===== src/rtl/seg7_scan_mux.sv =====
// Time-multiplexed scan driver for NUM_DIGITS common-anode 7-segment digits.
// Blanks between digits, decodes hex, and loads new values only at frame boundaries.
module seg7_scan_mux #(
  parameter int NUM_DIGITS   = 4,
  parameter int BLANK_CYCLES = 2,
  parameter int ACTIVE_LOW   = 1
) (
  input  logic                    clk,
  input  logic                    rst,
  input  logic                    en_i,
  input  logic [4*NUM_DIGITS-1:0] value_i,
  input  logic [NUM_DIGITS-1:0]   dp_i,
  input  logic                    load_i,
  input  logic                    lz_en_i,
  output logic [NUM_DIGITS-1:0]   anode_o,
  output logic [6:0]              seg_o,
  output logic                    dp_o,
  output logic                    frame_o
);

  localparam int              IW    = (NUM_DIGITS > 1) ? $clog2(NUM_DIGITS) : 1;
  localparam logic [IW-1:0]   LAST  = IW'(NUM_DIGITS - 1);
  localparam logic [7:0]      BLAST = 8'(BLANK_CYCLES - 1);
  localparam logic            POL   = (ACTIVE_LOW != 0);

  typedef enum logic {SHOW, BLANK} state_t;

  state_t                  state;
  logic [7:0]              cnt;
  logic [IW-1:0]           idx;
  logic                    en_q;
  logic [4*NUM_DIGITS-1:0] pend_val, act_val;
  logic [NUM_DIGITS-1:0]   pend_dp, act_dp;
  logic                    pend_lz, act_lz;

  logic                    step, boundary, upper_nz;
  logic [IW-1:0]           nidx;
  logic [4*NUM_DIGITS-1:0] src_val, nval;
  logic [NUM_DIGITS-1:0]   src_dp, ndp, anode_n;
  logic                    src_lz, nlz;
  logic [3:0]              nib;
  logic [6:0]              seg_n;

  function automatic logic [6:0] hex7(input logic [3:0] n);
    case (n)
      4'h0: hex7 = 7'h3F;  4'h1: hex7 = 7'h06;  4'h2: hex7 = 7'h5B;  4'h3: hex7 = 7'h4F;
      4'h4: hex7 = 7'h66;  4'h5: hex7 = 7'h6D;  4'h6: hex7 = 7'h7D;  4'h7: hex7 = 7'h07;
      4'h8: hex7 = 7'h7F;  4'h9: hex7 = 7'h6F;  4'hA: hex7 = 7'h77;  4'hB: hex7 = 7'h7C;
      4'hC: hex7 = 7'h39;  4'hD: hex7 = 7'h5E;  4'hE: hex7 = 7'h79;  default: hex7 = 7'h71;
    endcase
  endfunction

  // Decode is computed for the digit about to be shown, so the output
  // registers update on the same edge as the BLANK->SHOW transition.
  always_comb begin
    step     = (en_i != en_q);
    nidx     = (idx == LAST) ? '0 : idx + IW'(1);
    boundary = (state == BLANK) && (cnt == BLAST) && (nidx == '0);
    src_val  = load_i ? value_i : pend_val;
    src_dp   = load_i ? dp_i    : pend_dp;
    src_lz   = load_i ? lz_en_i : pend_lz;
    nval     = boundary ? src_val : act_val;
    ndp      = boundary ? src_dp  : act_dp;
    nlz      = boundary ? src_lz  : act_lz;
    nib      = nval[int'(nidx)*4 +: 4];
    upper_nz = 1'b0;
    for (int unsigned j = 0; j < NUM_DIGITS; j++) begin
      if (IW'(j) >= nidx && nval[j*4 +: 4] != 4'h0) upper_nz = 1'b1;
    end
    seg_n   = (nlz && nidx != '0 && !upper_nz) ? 7'h00 : hex7(nib);
    anode_n = NUM_DIGITS'(1) << nidx;
  end

  always_ff @(posedge clk) begin
    if (rst) begin
      state    <= BLANK;
      cnt      <= '0;
      idx      <= LAST;
      en_q     <= en_i;
      pend_val <= '0;
      pend_dp  <= '0;
      pend_lz  <= 1'b0;
      act_val  <= '0;
      act_dp   <= '0;
      act_lz   <= 1'b0;
      anode_o  <= {NUM_DIGITS{POL}};
      seg_o    <= {7{POL}};
      dp_o     <= POL;
      frame_o  <= 1'b0;
    end else begin
      en_q    <= en_i;
      frame_o <= 1'b0;
      if (load_i) begin
        pend_val <= value_i;
        pend_dp  <= dp_i;
        pend_lz  <= lz_en_i;
      end
      case (state)
        SHOW: begin
          if (step) begin
            state   <= BLANK;
            cnt     <= '0;
            anode_o <= {NUM_DIGITS{POL}};
            seg_o   <= {7{POL}};
            dp_o    <= POL;
          end
        end
        BLANK: begin
          if (cnt == BLAST) begin
            state   <= SHOW;
            idx     <= nidx;
            anode_o <= anode_n ^ {NUM_DIGITS{POL}};
            seg_o   <= seg_n ^ {7{POL}};
            dp_o    <= ndp[nidx] ^ POL;
            if (boundary) begin
              act_val <= src_val;
              act_dp  <= src_dp;
              act_lz  <= src_lz;
              frame_o <= 1'b1;
            end
          end else begin
            cnt <= cnt + 8'd1;
          end
        end
        default: state <= BLANK;
      endcase
    end
  end

endmodule


===== config.mk =====
export PLATFORM = sky130hd
export DESIGN_NAME = seg7_scan_mux
export DESIGN_NICKNAME = d
export VERILOG_FILES = /design/src/rtl/seg7_scan_mux.sv
export SDC_FILE = /design/constraint.sdc
export NUM_CORES = 1
export LEC_CHECK = 0
export ABC_AREA = 1
export CORE_MARGIN = 4
export CORE_UTILIZATION = 35
export CTS_CLUSTER_DIAMETER = 120
export DETAILED_ROUTE_END_ITERATION = 7
export GPL_TIMING_DRIVEN = 0
export HOLD_SLACK_MARGIN = 0.1
export PLACE_DENSITY_LB_ADDON = 0.08
export SLEW_MARGIN = 20
export SYNTH_ARGS = -nofsm -noshare
export SYNTH_HDL_FRONTEND = slang
export SYNTH_SLANG_ARGS = --single-unit

===== constraint.sdc =====
create_clock -name clk -period 3.02 [get_ports clk]
set_input_delay 0.755 -clock clk [delete_from_list [all_inputs] [get_ports clk]]
set_output_delay 0.755 -clock clk [all_outputs]
set_load 0.005 [all_outputs]

==> results.sh <==
export IMPL_setup_tns_ps=0
export IMPL_netlist_area_um2=3290
export IMPL_finClkSkew_ps=13.8
export IMPL_intPower_mw=2.30
export IMPL_antenna_found_initial=0
export IMPL_worst_pin_slew_ps=534
export IMPL_ys_seq_area_share_pct=40.7
export IMPL_power_leakage_nw=1.94
export IMPL_crit_slowest_cell="dfxtp_1"
export IMPL_slowest_delay_ps=430
export IMPL_drt_vias_per_instance=4.62
export IMPL_drt_iter0_markers=75
export IMPL_n_antenna_cell=0
export IMPL_tritoncts="done"
export IMPL_cp_arrival_ps=2940
export IMPL_insertion_delay_ps=350
export IMPL_wl_per_cell_um=12.0
export IMPL_remaining_drc_errors=0
export IMPL_cap_violations=0
export IMPL_crit_required_ps=3250
export IMPL_synth_async_reset_ratio_pct=0
export IMPL_clock_sink_count=67
export IMPL_crit_fanout=10
export IMPL_die_area_um2=11000
export IMPL_fp_dieH_um=105
export IMPL_grt_usage_pct=15.1
export IMPL_slew_headroom_pct=64.4
export IMPL_switching_share_pct=45.2
export IMPL_h_tree_depth=3
export IMPL_start_util_pct=35.8
export IMPL_cp_cell_sequence="ha_1, nand2_1, inv_2, buf_2, nand3_1, nand2_1, nand2_1, nand3_1, nand2_1, ha_1, inv_1, nand3_1, nand2_1, nor2_1, nor2_1, nand2_1, nand2_1, nand2_1"
export IMPL_status="completed"
export IMPL_hold_violations=0
export IMPL_switching_power_mw=1.90
export IMPL_p_comb_share_pct=53.8
export IMPL_grt_start_max_net_pins=12
export IMPL_place_gp_congestion=0.839
export IMPL_synth_nets=514
export IMPL_cp_common_cell="nand2_1"
export IMPL_p_per_area_nw_per_um2=1050
export IMPL_yosys_cell_count_top_type="nand2_1"
export IMPL_cp_end_kind="flip-flop"
export IMPL_clk_path_buf_depth=2
export IMPL_ir_drop_v=0.000294
export IMPL_cts_root_buffer="clkbuf_8"
export IMPL_rsz0062_at_grt="no"
export IMPL_hold_path_class="flip-flop to flip-flop"
export IMPL_rows=35
export IMPL_drt_total_wl_mm=7.68
export IMPL_ys_seq_elements=67
export IMPL_ys_warn_count=0
export IMPL_finalSetupViolations=0
export IMPL_numCtsBuffers=9
export IMPL_grt_ovfl_total=0
export IMPL_synthCells=477
export IMPL_hpwl_mm=5.73
export IMPL_pwr_share_clk_pct=18.9
export IMPL_synth_distinct_cells=33
export IMPL_timing_final_crit_share_pct=89.7
export IMPL_syn_to_final_growth_pct=21.6
export IMPL_die_w_um=105
export IMPL_ios=38
export IMPL_p_total_mw=4.20
export IMPL_clk_pin_slew_ps=80
export IMPL_utilization_pct=43.6
export IMPL_grt_pass1_wl_mm=13.7
export IMPL_seqPwrFrac_pct=27.3
export IMPL_cp_start_kind="flip-flop"
export IMPL_drt_pass1_iterations=4
export IMPL_nets=561
export IMPL_drive_gt1_share_pct=9.26
export IMPL_synth_area_top_cells="dfxtp_1, nand2_1, nand3_1, nor2_1, inv_1"
export IMPL_whs_ps=469
export IMPL_synth_edff_count=0
export IMPL_max_freq_mhz=369
export IMPL_synth_largest_area_cell="dfxtp_1"
export IMPL_core_area_um2=9200
export IMPL_fin_crit_ps=2710
export IMPL_synth_top_cell_area_share_pct=40.7
export IMPL_dr_total_vias=2959
export IMPL_ant_nets=0
export IMPL_synthTopCellsByCount="nand2_1, dfxtp_1, nor2_1"
export IMPL_holdBufCountCts=0
export IMPL_grt_pass1_vias=2848
export IMPL_maxSlewViolCount=0
export IMPL_crit_type="flip-flop to flip-flop"
export IMPL_synthFlopType="dfxtp_1"
export IMPL_syn_avg_cell_area_um2=6.91
export IMPL_io_buffer_count=35
[layout make-up]
| class | instances | area, um^2 |
|---|---|---|
| buffer | 16 | 86.3 |
| clock buffer | 12 | 165 |
| clock inverter | 4 | 47.5 |
| fill | 971 | 5190 |
| inverter | 64 | 240 |
| multi-input combinational | 330 | 1630 |
| sequential | 67 | 1340 |
| tap | 111 | 139 |
| timing repair buffer | 36 | 358 |
[kinds of logic after synthesis]
logic type | share of synthesized area [%]
and+or+nand+nor | 33.5
AOI/OAI and AO/OA | 9.49
DFF | 40.7
muxes | 1.82
buffers and inverters | 9.91
adders and majority gates | 4.56
[power by group through the flow]
stage / combinational [mW] / clock, mW / sequential (mW)
final: 2.26 / 0.794 / 1.15
after global routing: 2.62 / 0.861 / 1.17
after CTS: 2.26 / 0.819 / 1.15
after detailed placement: 2.24 / 0 / 1.17
after global placement: 2.22 / 0 / 1.17
after floorplan: 1.67 / 0 / 1.15
[worst paths after layout]
path	start	end	slack [ps]	cells past startpoint
max	idx[0]$_SDFFE_PP1N_	seg_o[0]$_SDFFE_PP1P_	310	18
min	act_val[5]$_SDFFE_PP0N_	act_val[5]$_SDFFE_PP0N_	470	2
max reg2reg	idx[0]$_SDFFE_PP1N_	seg_o[0]$_SDFFE_PP1P_	310	18
min reg2reg	act_val[5]$_SDFFE_PP0N_	act_val[5]$_SDFFE_PP0N_	470	2
[timing repair]
| action | in CTS | in global routing |
|---|---|---|
| buffers inserted | 0 | 1 |
| endpoints found under the setup margin | 0 | 2 |
| gates resized for setup | 0 | 1 |
[state kept, by name (all words and copies together), names as in the netlist]
register / count
anode_o: 4
frame_o: 1
pend_lz: 1
pend_dp: 4
dp_o: 1
pend_val: 16
idx: 2
cnt: 8
seg_o: 7
act_lz: 1
act_dp: 4
state: 1
act_val: 16
en_q: 1
[through the flow]
stage	setup WS, ps	instances	instance area, um^2
6_report	312	640	4010
5_1_grt	0.334	640	4010
4_1_cts	272	639	4000
3_5_place_dp	91.1	623	3780
3_3_place_gp	84.8	623	3780
2_1_floorplan	448	477	3290
[placed cells by master, fill, tap and decap left out, types with 3 or more instances in the layout]
cell             synthesis  layout
buf_2                    6       6
dfxtp_1                 67      67
inv_2                    7       7
nor2_1                  59      59
o21ai_0                 14      14
a21oi_1                 29      29
nand2_1                119     118
nand2_2                  7       8
ha_1                    12      12
clkbuf_1                 6       6
o21a_1                   7       7
inv_1                   56      56
o21ai_1                  3       3
mux2i_1                  6       6
nand3_1                 53      53
clkbuf_8                 0      12
clkdlybuf4s50_1          0      35
[per-layer routing]
layer  wire length [um]  vias to the layer above  GRT usage, %
met1               3880                     1311          20.7
li1                   -                     1597             -
met5                  0                        -             0
met2               3450                       44          23.6
met4                 76                        0          4.78
met3                277                        7          3.15
[critical path: cells and delay by family (launching register included)]
kind | cells | cell delay [ps]
adders and majority gates | 2 | 510
buffers and inverters | 3 | 450
DFF | 1 | 430
and+or+nand+nor | 13 | 1190
Note: power is estimated with default switching activity, not from simulation.
